### config.mk
export PLATFORM = sky130hd
export DESIGN_NAME = frame_ram_reader_flat
export DESIGN_NICKNAME = d
export VERILOG_FILES = /design/src/rtl/dither_pkg.sv /design/src/rtl/frame_ram_reader_if.sv /design/src/rtl/pixel_skid_fifo.sv /design/src/rtl/frame_ram_reader.sv /design/src/flat_wrapper.sv
export SDC_FILE = /design/constraint.sdc
export NUM_CORES = 1
export LEC_CHECK = 0
export CORE_MARGIN = 2
export CORE_UTILIZATION = 25
export DETAILED_ROUTE_END_ITERATION = 7
export MAX_ROUTING_LAYER = met4
export SLEW_MARGIN = 20
export SYNTH_ARGS = -nofsm -noshare
export SYNTH_HDL_FRONTEND = slang
export SYNTH_SLANG_ARGS = --single-unit
### constraint.sdc
create_clock -name clk -period 3.05 [get_ports clk]
set_clock_uncertainty 0.2 [all_clocks]
set_input_delay 0.61 -clock clk [delete_from_list [all_inputs] [get_ports clk]]
set_output_delay 0.61 -clock clk [all_outputs]
set_load 0.01 [all_outputs]
### src/rtl/dither_pkg.sv
// Shared constants, pixel tag layout and reader FSM states for the frame RAM read path.
// Pure declarations; no logic, no latency.
// Consumers size their ports and buffers from these parameters.
package dither_pkg;

  localparam int IMAGEX     = 64;
  localparam int IMAGEY     = 64;
  localparam int IMAGE_SIZE = IMAGEX * IMAGEY;
  localparam int RGB_SIZE   = 8;
  localparam int ADDR_W     = $clog2(IMAGE_SIZE) + 1;
  localparam int X_W        = $clog2(IMAGEX);
  localparam int Y_W        = $clog2(IMAGEY);

  // One buffered pixel: RAM word plus the position tags that travel with it.
  typedef struct packed {
    logic [RGB_SIZE-1:0] data;
    logic [X_W-1:0]      x;
    logic [Y_W-1:0]      y;
    logic                sof;
    logic                eol;
    logic                last;
  } pixel_tag_t;

  typedef enum logic [1:0] {
    IDLE  = 2'd0,
    SCAN  = 2'd1,
    DRAIN = 2'd2
  } reader_state_e;

  // Raster address of a pixel; x/y are always in range so no overflow check.
  function automatic logic [ADDR_W-1:0] pixel_addr(input logic [X_W-1:0] x,
                                                   input logic [Y_W-1:0] y);
    return ADDR_W'(y) * ADDR_W'(IMAGEX) + ADDR_W'(x);
  endfunction

endpackage

### src/rtl/frame_ram_reader_if.sv
// Pixel stream bundle: valid/ready handshake carrying a pixel word with coordinates and markers.
// Wires only; no latency.
// Source holds valid and payload stable until ready is seen high.
interface frame_ram_reader_if;
  import dither_pkg::*;

  logic                valid;
  logic                ready;
  logic [RGB_SIZE-1:0] data;
  logic [X_W-1:0]      x;
  logic [Y_W-1:0]      y;
  logic                sof;
  logic                eol;
  logic                last;

  modport master (output valid, data, x, y, sof, eol, last, input ready);
  modport slave  (input valid, data, x, y, sof, eol, last, output ready);

endinterface

### src/rtl/pixel_skid_fifo.sv
// Two-entry FIFO of tagged pixels that absorbs the RAM read latency.
// Push lands in storage next edge; head is a register mux, visible the cycle after the push.
// Caller never pushes into a full buffer without a same-cycle pop; pop only when occ != 0.
module pixel_skid_fifo
  import dither_pkg::*;
(
  input  logic       clk,
  input  logic       reset,
  input  logic       push,
  input  pixel_tag_t push_tag,
  input  logic       pop,
  output pixel_tag_t head,
  output logic [1:0] occ
);

  pixel_tag_t mem [2];
  logic       wr_ptr;
  logic       rd_ptr;

  // Storage, pointers and occupancy; simultaneous push and pop keep occ unchanged.
  always_ff @(posedge clk) begin
    if (reset) begin
      mem[0] <= '0;
      mem[1] <= '0;
      wr_ptr <= 1'b0;
      rd_ptr <= 1'b0;
      occ    <= 2'd0;
    end else begin
      if (push) begin
        mem[wr_ptr] <= push_tag;
        wr_ptr      <= ~wr_ptr;
      end
      if (pop) begin
        rd_ptr <= ~rd_ptr;
      end
      occ <= occ + {1'b0, push} - {1'b0, pop};
    end
  end

  assign head = mem[rd_ptr];

endmodule

### src/rtl/frame_ram_reader.sv
// Scans one frame out of the image RAM in raster order and streams it with x/y and frame markers.
// start at T -> first address T+1 -> first valid T+3; 1 pixel/clk with ready held high.
// Reads are only issued while the 2-entry buffer plus the in-flight read has room, so stalls never drop data.
module frame_ram_reader
  import dither_pkg::*;
(
  input  logic                clk,
  input  logic                reset,
  input  logic                start,
  output logic                busy,
  output logic                done,
  output logic [ADDR_W-1:0]   ram_addr,
  output logic                ram_wr_en,
  input  logic [RGB_SIZE-1:0] ram_rdata,
  frame_ram_reader_if.master  m
);

  reader_state_e state;

  // Coordinates of the address currently on ram_addr.
  logic [X_W-1:0] x_cnt;
  logic [Y_W-1:0] y_cnt;
  logic [X_W-1:0] nx;
  logic [Y_W-1:0] ny;
  logic           at_eol;
  logic           at_end;

  // Tags of the read issued last cycle; its data arrives on ram_rdata now.
  logic           inflight;
  logic [X_W-1:0] inf_x;
  logic [Y_W-1:0] inf_y;
  logic           inf_sof;
  logic           inf_eol;
  logic           inf_last;

  logic           pop;
  logic           issue;
  logic [1:0]     occ;
  logic [2:0]     committed;
  pixel_tag_t     push_tag;
  pixel_tag_t     head;

  assign at_eol = (x_cnt == X_W'(IMAGEX - 1));
  assign at_end = at_eol && (y_cnt == Y_W'(IMAGEY - 1));
  assign nx     = at_eol ? '0 : x_cnt + 1'b1;
  assign ny     = at_eol ? y_cnt + 1'b1 : y_cnt;

  // A slot is needed for every buffered pixel and every read still in the RAM pipe;
  // a same-cycle pop frees one, which is what keeps the stream at one pixel per clock.
  assign pop       = m.valid & m.ready;
  assign committed = {1'b0, occ} + {2'b0, inflight};
  assign issue     = (state == SCAN) && (committed < (3'd2 + {2'b0, pop}));

  assign push_tag = '{data: ram_rdata, x: inf_x, y: inf_y,
                      sof: inf_sof, eol: inf_eol, last: inf_last};

  pixel_skid_fifo u_fifo (
    .clk      (clk),
    .reset    (reset),
    .push     (inflight),
    .push_tag (push_tag),
    .pop      (pop),
    .head     (head),
    .occ      (occ)
  );

  assign m.valid = (occ != 2'd0);
  assign m.data  = head.data;
  assign m.x     = head.x;
  assign m.y     = head.y;
  assign m.sof   = head.sof;
  assign m.eol   = head.eol;
  assign m.last  = head.last;

  // This client never writes; the constant lets the top level share the RAM port.
  assign ram_wr_en = 1'b0;

  // Reader FSM with address/coordinate counters, in-flight tag capture and status flags.
  always_ff @(posedge clk) begin
    if (reset) begin
      state    <= IDLE;
      ram_addr <= '0;
      x_cnt    <= '0;
      y_cnt    <= '0;
      inflight <= 1'b0;
      inf_x    <= '0;
      inf_y    <= '0;
      inf_sof  <= 1'b0;
      inf_eol  <= 1'b0;
      inf_last <= 1'b0;
      busy     <= 1'b0;
      done     <= 1'b0;
    end else begin
      done     <= 1'b0;
      inflight <= issue;
      if (issue) begin
        inf_x    <= x_cnt;
        inf_y    <= y_cnt;
        inf_sof  <= (x_cnt == '0) && (y_cnt == '0);
        inf_eol  <= at_eol;
        inf_last <= at_end;
      end
      case (state)
        IDLE: begin
          if (start) begin
            state    <= SCAN;
            busy     <= 1'b1;
            x_cnt    <= '0;
            y_cnt    <= '0;
            ram_addr <= '0;
          end
        end
        SCAN: begin
          if (issue) begin
            if (at_end) begin
              // Final read is out; park the counters for the next frame.
              state    <= DRAIN;
              x_cnt    <= '0;
              y_cnt    <= '0;
              ram_addr <= '0;
            end else begin
              x_cnt    <= nx;
              y_cnt    <= ny;
              ram_addr <= pixel_addr(nx, ny);
            end
          end
        end
        DRAIN: begin
          if (pop && head.last) begin
            state <= IDLE;
            busy  <= 1'b0;
            done  <= 1'b1;
          end
        end
        default: begin
          state <= IDLE;
        end
      endcase
    end
  end

endmodule
### src/flat_wrapper.sv
// flat-port wrapper written by rule: the top's interface ports become plain ports
module frame_ram_reader_flat import dither_pkg::*;
  (clk, reset, start, busy, done, ram_addr, ram_wr_en, ram_rdata, m_valid, m_data, m_x, m_y, m_sof, m_eol, m_last, m_ready);
  frame_ram_reader_if m_i ();
  input  logic clk;
  input  logic reset;
  input  logic start;
  output logic busy;
  output logic done;
  output logic [ADDR_W-1:0] ram_addr;
  output logic ram_wr_en;
  input  logic [RGB_SIZE-1:0] ram_rdata;
  output wire logic [$bits(m_i.valid)-1:0] m_valid;
  output wire logic [$bits(m_i.data)-1:0] m_data;
  output wire logic [$bits(m_i.x)-1:0] m_x;
  output wire logic [$bits(m_i.y)-1:0] m_y;
  output wire logic [$bits(m_i.sof)-1:0] m_sof;
  output wire logic [$bits(m_i.eol)-1:0] m_eol;
  output wire logic [$bits(m_i.last)-1:0] m_last;
  input wire logic [$bits(m_i.ready)-1:0] m_ready;
  assign m_valid = m_i.valid;
  assign m_data = m_i.data;
  assign m_x = m_i.x;
  assign m_y = m_i.y;
  assign m_sof = m_i.sof;
  assign m_eol = m_i.eol;
  assign m_last = m_i.last;
  assign m_i.ready = m_ready;
  frame_ram_reader u_core (.clk(clk), .reset(reset), .start(start), .busy(busy), .done(done), .ram_addr(ram_addr), .ram_wr_en(ram_wr_en), .ram_rdata(ram_rdata), .m(m_i));
endmodule
# Word-level counts from Yosys, hierarchy flattened
# Memories as Yosys holds them, arrays and structs flattened. A register that Yosys moved wholly into a read port is not among the register bits.
# Index checks and enable logic that the tools add are counted.
dict set report word_totals {
  inputBits 12
  reg_bits 49
  out_inout_bits 40
  n_memories 1
  ram_bits 46
}
# name words width rd rd_ports_with_merged_regs write_ports line
set memory_table {}
lappend memory_table {u_core.u_fifo.mem 2 23 1 1 2 pixel_skid_fifo.sv:16} ;# pixel_tag_t mem [2];
dict set report classes {
  addsub 7
  n_bitwise 4
  mux 32
  order_cmp 1
  n_reduce_logical 15
  eq_ne 8
}
# cell count
set ops {}
lappend ops {{$mux 6} 7}
lappend ops {{$mux 13} 3}
lappend ops {{$pmux 13 s2} 1}
lappend ops {{$pmux 6 s2} 2}
lappend ops {{$mux 23} 1}
lappend ops {{$reduce_or 23->1} 1}
lappend ops {{$add 12x6->13} 1}
lappend ops {{$add 6x1->6 const B} 2}
lappend ops {{$eq 6x6->1 const B} 2}
lappend ops {{$logic_not 6->1} 2}
lappend ops {{$mux 1} 12}
lappend ops {{$mux 2} 4}
lappend ops {{$ne 2x1->1 const B} 3}
lappend ops {{$pmux 2 s3} 1}
lappend ops {{$reduce_and 3->1} 2}
lappend ops {{$reduce_bool 2->1} 3}
lappend ops {{$logic_and 1x1->1} 4}
lappend ops {{$reduce_and 4->1} 1}
lappend ops {{$add 2x1->3} 1}
lappend ops {{$add 2x1->3 const A} 1}
lappend ops {{$lt 3x3->1} 1}
lappend ops {{$not 1->1} 3}
lappend ops {{$add 2x1->2} 1}
lappend ops {{$eq 2x1->1 const B} 1}
lappend ops {{7 further kinds} 7}

# Logic depth before layout (Yosys ltp)
# Gate-level depths: netlist of the first run.
dict set report logic_depth {
  ltp_word 7
  ltp_mapped 8
  mapped_depth_nobuf 8
}

# By module
# Synthesis of the first run repeated with hierarchy kept, for this count alone.
dict set report hier_totals {
  hier_cells 354
  area_unflattened_um2 3752.3
}
# module area_each_um2 seq_area_each_um2 n_inst cells_per_inst
set modules_own_cells {}
lappend modules_own_cells {pixel_skid_fifo 2243.4 1481.4 1 169}
lappend modules_own_cells {frame_ram_reader 1508.9 640.6 1 185}

# Worst setup path after synthesis of the first run
# No wires, ideal clock.
dict set report synth_timing {
  path_type {input port to flip-flop}
  start {in reset}
  end {mem u_core.u_fifo.mem[0][0] (netlist bit), enable pin}
  path_stages 3
  arrival_ns 1.775
  n_path_buf 2
  t_required_ns 2.442
  setup_slack_ns 0.667
  cell_sequence {clkbuf_1 clkbuf_1 o21bai_1}
}
# element line
set synth_rtl {}
lappend synth_rtl {{start: declaration} flat_wrapper.sv:6} ;# input logic reset;
lappend synth_rtl {{end: declaration} pixel_skid_fifo.sv:16}

==> results.md, run 1 <==
- Global-route wire length before repair: 13200 microns
- Sequential element share of the synthesized area: 57.6%
- Drt first-iter violations: 120
- DRC Markers: 0
- Required time at the worst-slack endpoint: 2.24 ns
- Area growth from synthesis to final layout: 27.8%
- Final Cycle Share: 87.2%
- Hold buffers post-CTS: 0
- Post-cts resize count: 0
- Boundary pin count: 52
- Via count of the first global-routing pass: 2515
- Total global-route track usage: 10.9%
- Grt peak-use layer: met2
- Number of CTS-inserted buffers: 9
- Initial antenna violation count: 0
- Count of inserted antenna diode cells: 0
- Cell area after synthesis: 3690 sq um
- Post-synthesis average cell area: 11.7 sq um
- Maximum number of buffers from clock root to sink: 2
- Remaining global-route overflow: 0
- RSZ-0062 raised after global routing: no
- Critical path startpoint category: register
- Max-cap viol count: 0
- Power Dens Cells: 637 nW/um^2
- Mapped Cells: 316
- Post-synthesis register bit count: 83
- Number of nets at the end of the flow: 392
- Number of different library cells in the post-synthesis netlist: 46
- Initial Util: 25.5%
- Highest ir drop seen on vdd: 0.263 mV
- Met2 usage: 15.2%
- Die extent in y: 125 microns
- Met1 demand-to-capacity share in global routing: 15.0%
- Final Power: 3.00 mW
- H-tree levels: 3
- Destination of the worst register-to-register timing path: u_core.y_cnt[3]$_SDFFE_PP0P_
- Global-route track usage on met3: 3.34%
- Startpoint of the most critical register-to-register path: u_core.u_fifo.occ[0]$_SDFF_PP0_
- Pin count of the biggest net entering global routing: 24
- Die X: 125 microns
- Worst Setup Path Type: reg -> out
- CTS sink cnt: 83
- Clock edge transition at the registers on the reported setup and hold paths: 0.06 ns
- End of the critical path: m_last
- RePlAce Congestion: 0.837
- Fraction of layout cells with a size suffix above 1: 15.1%
- Total number of yosys warnings: 0
- Final worst path period need: 2.66 ns
- Critical Path Fanout Max: 23
- Root buffer cell: clkbuf_16
- Type of the tightest min-delay check: reg -> reg
- Most used flip-flop cell after synthesis: edfxtp_1
- Pin slew with the least headroom to its limit: 0.585 ns
- Worst relative slew slack: 61.0%
- Placed wire-length estimate: 5140 microns
- Total via count in the routed design: 2475
- Aggregate negative setup slack: 0 ns
- Ys async rst share: 0%
- CP Data Arrival Time: 1.85 ns
- Ratio of routed vias to standard cells: 4.41
- Routed WL per cell: 13.9 microns
- R2R cell count: 6
- Post-detailed-routing wire length: 7810 microns
- Final-report hold violation count: 0
- Timing-limited maximum frequency: 0.376 GHz
- Initial DRT Pass Iterations: 4
- Post-route ant nets: 0
- Number of failing setup endpoints in the final timing report: 0
- Die area: 15700 sq um
- Core Region: 14500 sq um
- Flop2flop setup slack: 0.68 ns
- Outcome: complete, no violations
- Worst setup EP type: output pin
- Leakage power: 1.77 nW
- Number of post-CTS setup repair buffers: 0
- Final Max Slew Viols: 0
- Count of flip-flops with a built-in enable after synthesis: 46
- TritonCTS clock tree: built
- IO buf count: 49
- Latest clock arrival within the worst-skew pair: 0.34 ns
- Total number of placement rows: 44
registers in the layout, indices dropped and copies added (netlist names), named ones only:
| register | count |
|---|---|
| u_core.inf_y | 6 |
| u_core.inf_sof | 1 |
| u_core.busy | 1 |
| u_core.u_fifo.occ | 2 |
| u_core.u_fifo.wr_ptr | 1 |
| u_core.y_cnt | 6 |
| u_core.inf_eol | 1 |
| u_core.ram_addr | 1 |
| u_core.inf_last | 1 |
| u_core.u_fifo.mem | 46 |
| u_core.inf_x | 6 |
| u_core.u_fifo.rd_ptr | 1 |
| u_core.state | 2 |
| u_core.done | 1 |
| u_core.inflight | 1 |
| u_core.x_cnt | 5 |
cells in the mapped netlist, drive strengths merged (2+ instances only):
cell	instances	area share [%]
xnor2	3	0.71
or2	2	0.34
o21ai	13	1.9
edfxtp	46	37
nand2b	2	0.54
nor4	2	0.75
or3	6	1.0
and3	2	0.34
or4	2	0.41
a21oi	11	1.5
nor3b	2	0.41
nand3	5	0.68
buf	5	0.95
xor2	4	0.95
and2	47	8.0
mux2i	12	3.3
o21bai	3	0.61
nand2	8	0.81
nand4	3	0.51
inv	9	0.92
mux2	23	7.0
clkbuf	9	0.92
nor3	3	0.41
and2b	2	0.41
ha	8	2.7
o211ai	2	0.41
nor2b	2	0.34
dfxtp	37	20
nor2	32	3.3
how the worst min path moves through the flow:
stage | start | to | slack [ns] | depth (start not counted)
global placement | u_core.inf_last$_SDFFE_PP0P_ | u_core.inf_last$_SDFFE_PP0P_ | 0.26 | 2
detailed placement | u_core.inf_last$_SDFFE_PP0P_ | u_core.inf_last$_SDFFE_PP0P_ | 0.26 | 2
floorplan | u_core.inf_eol$_SDFFE_PP0P_ | u_core.inf_eol$_SDFFE_PP0P_ | 0.24 | 2
CTS | u_core.inf_last$_SDFFE_PP0P_ | u_core.inf_last$_SDFFE_PP0P_ | 0.27 | 2
global route | u_core.inf_eol$_SDFFE_PP0P_ | u_core.inf_eol$_SDFFE_PP0P_ | 0.29 | 2
finish | u_core.inf_sof$_SDFFE_PP0P_ | u_core.inf_sof$_SDFFE_PP0P_ | 0.26 | 2
placed cells by master (no fill, tap or decap), types with 3 or more instances in the layout:
master / count
inv_1: 9
nand4_1: 3
and2_1: 47
mux2i_1: 12
nand3_1: 5
clkdlybuf4s50_1: 49
nor2_1: 32
mux2_2: 23
clkinvlp_4: 4
or3_1: 6
xor2_1: 4
o21ai_0: 12
ha_1: 8
xnor2_1: 3
buf_4: 8
a21oi_1: 11
dfxtp_1: 37
nand2_1: 8
clkbuf_16: 9
edfxtp_1: 46
per-layer routing:
| layer | share of wire [%] | vias up |
|---|---|---|
| met4 | 1.3 | 0 |
| li1 | - | 1222 |
| met3 | 4.4 | 8 |
| met5 | 0 | - |
| met2 | 43 | 69 |
| met1 | 52 | 1176 |
worst max-delay path, cell delays in order, from the launching register on:
cell and delay [ns]:
dfxtp_1 0.31, buf_4 0.30, mux2_2 0.42, clkdlybuf4s50_1 0.49
area by class of cell:
type	count	area, sq um
fill	1435	9770
sequential	83	2120
multi-input combinational	211	1480
timing repair buffer	58	571
tap	184	230
clock buffer	10	229
clock inverter	6	47.5
inverter	9	33.8
power breakdown:
part	total [mW]	switching, mW	internal, mW	leakage (nW)
Combinational	0.697	0.331	0.366	0.870
Clock	1.00	0.444	0.557	0.122
Sequential	1.30	0.0460	1.26	0.779
Total	3.00	0.821	2.18	1.77
through the flow:
step           cell area [sq um]  utilization (%)  setup slack (ns)  instances  hold WS [ns]
2_1_floorplan               3690                -             0.667        317         0.240
3_3_place_gp                4440             30.6             0.388        545         0.257
3_5_place_dp                4440             30.6             0.365        545         0.259
4_1_cts                     4710             32.5             0.340        561         0.268
5_1_grt                     4710             32.5             0.306        561         0.292
6_report                    4710             32.5             0.389        561         0.264
logic make-up (layout without fill, tap and decap cells):
group	count (synthesis)	count (layout)	synth area share [%]
mux	35	35	10.3
flops	83	83	57.6
simple gates	123	123	18.9
other cells	1	2	0.102
fa+ha+maj	8	8	2.72
xor+xnor	7	7	1.66
buf+inv	23	83	2.78
compound gates	36	36	5.97
Note: power is estimated with default switching activity, not from simulation.
==> run 2, diff against run 1 <==
Settings changed: SKIP_LAST_GASP set to 1.
==> results of run 2 <==
Final layout, timing and power as in run 1 (identical DEF).
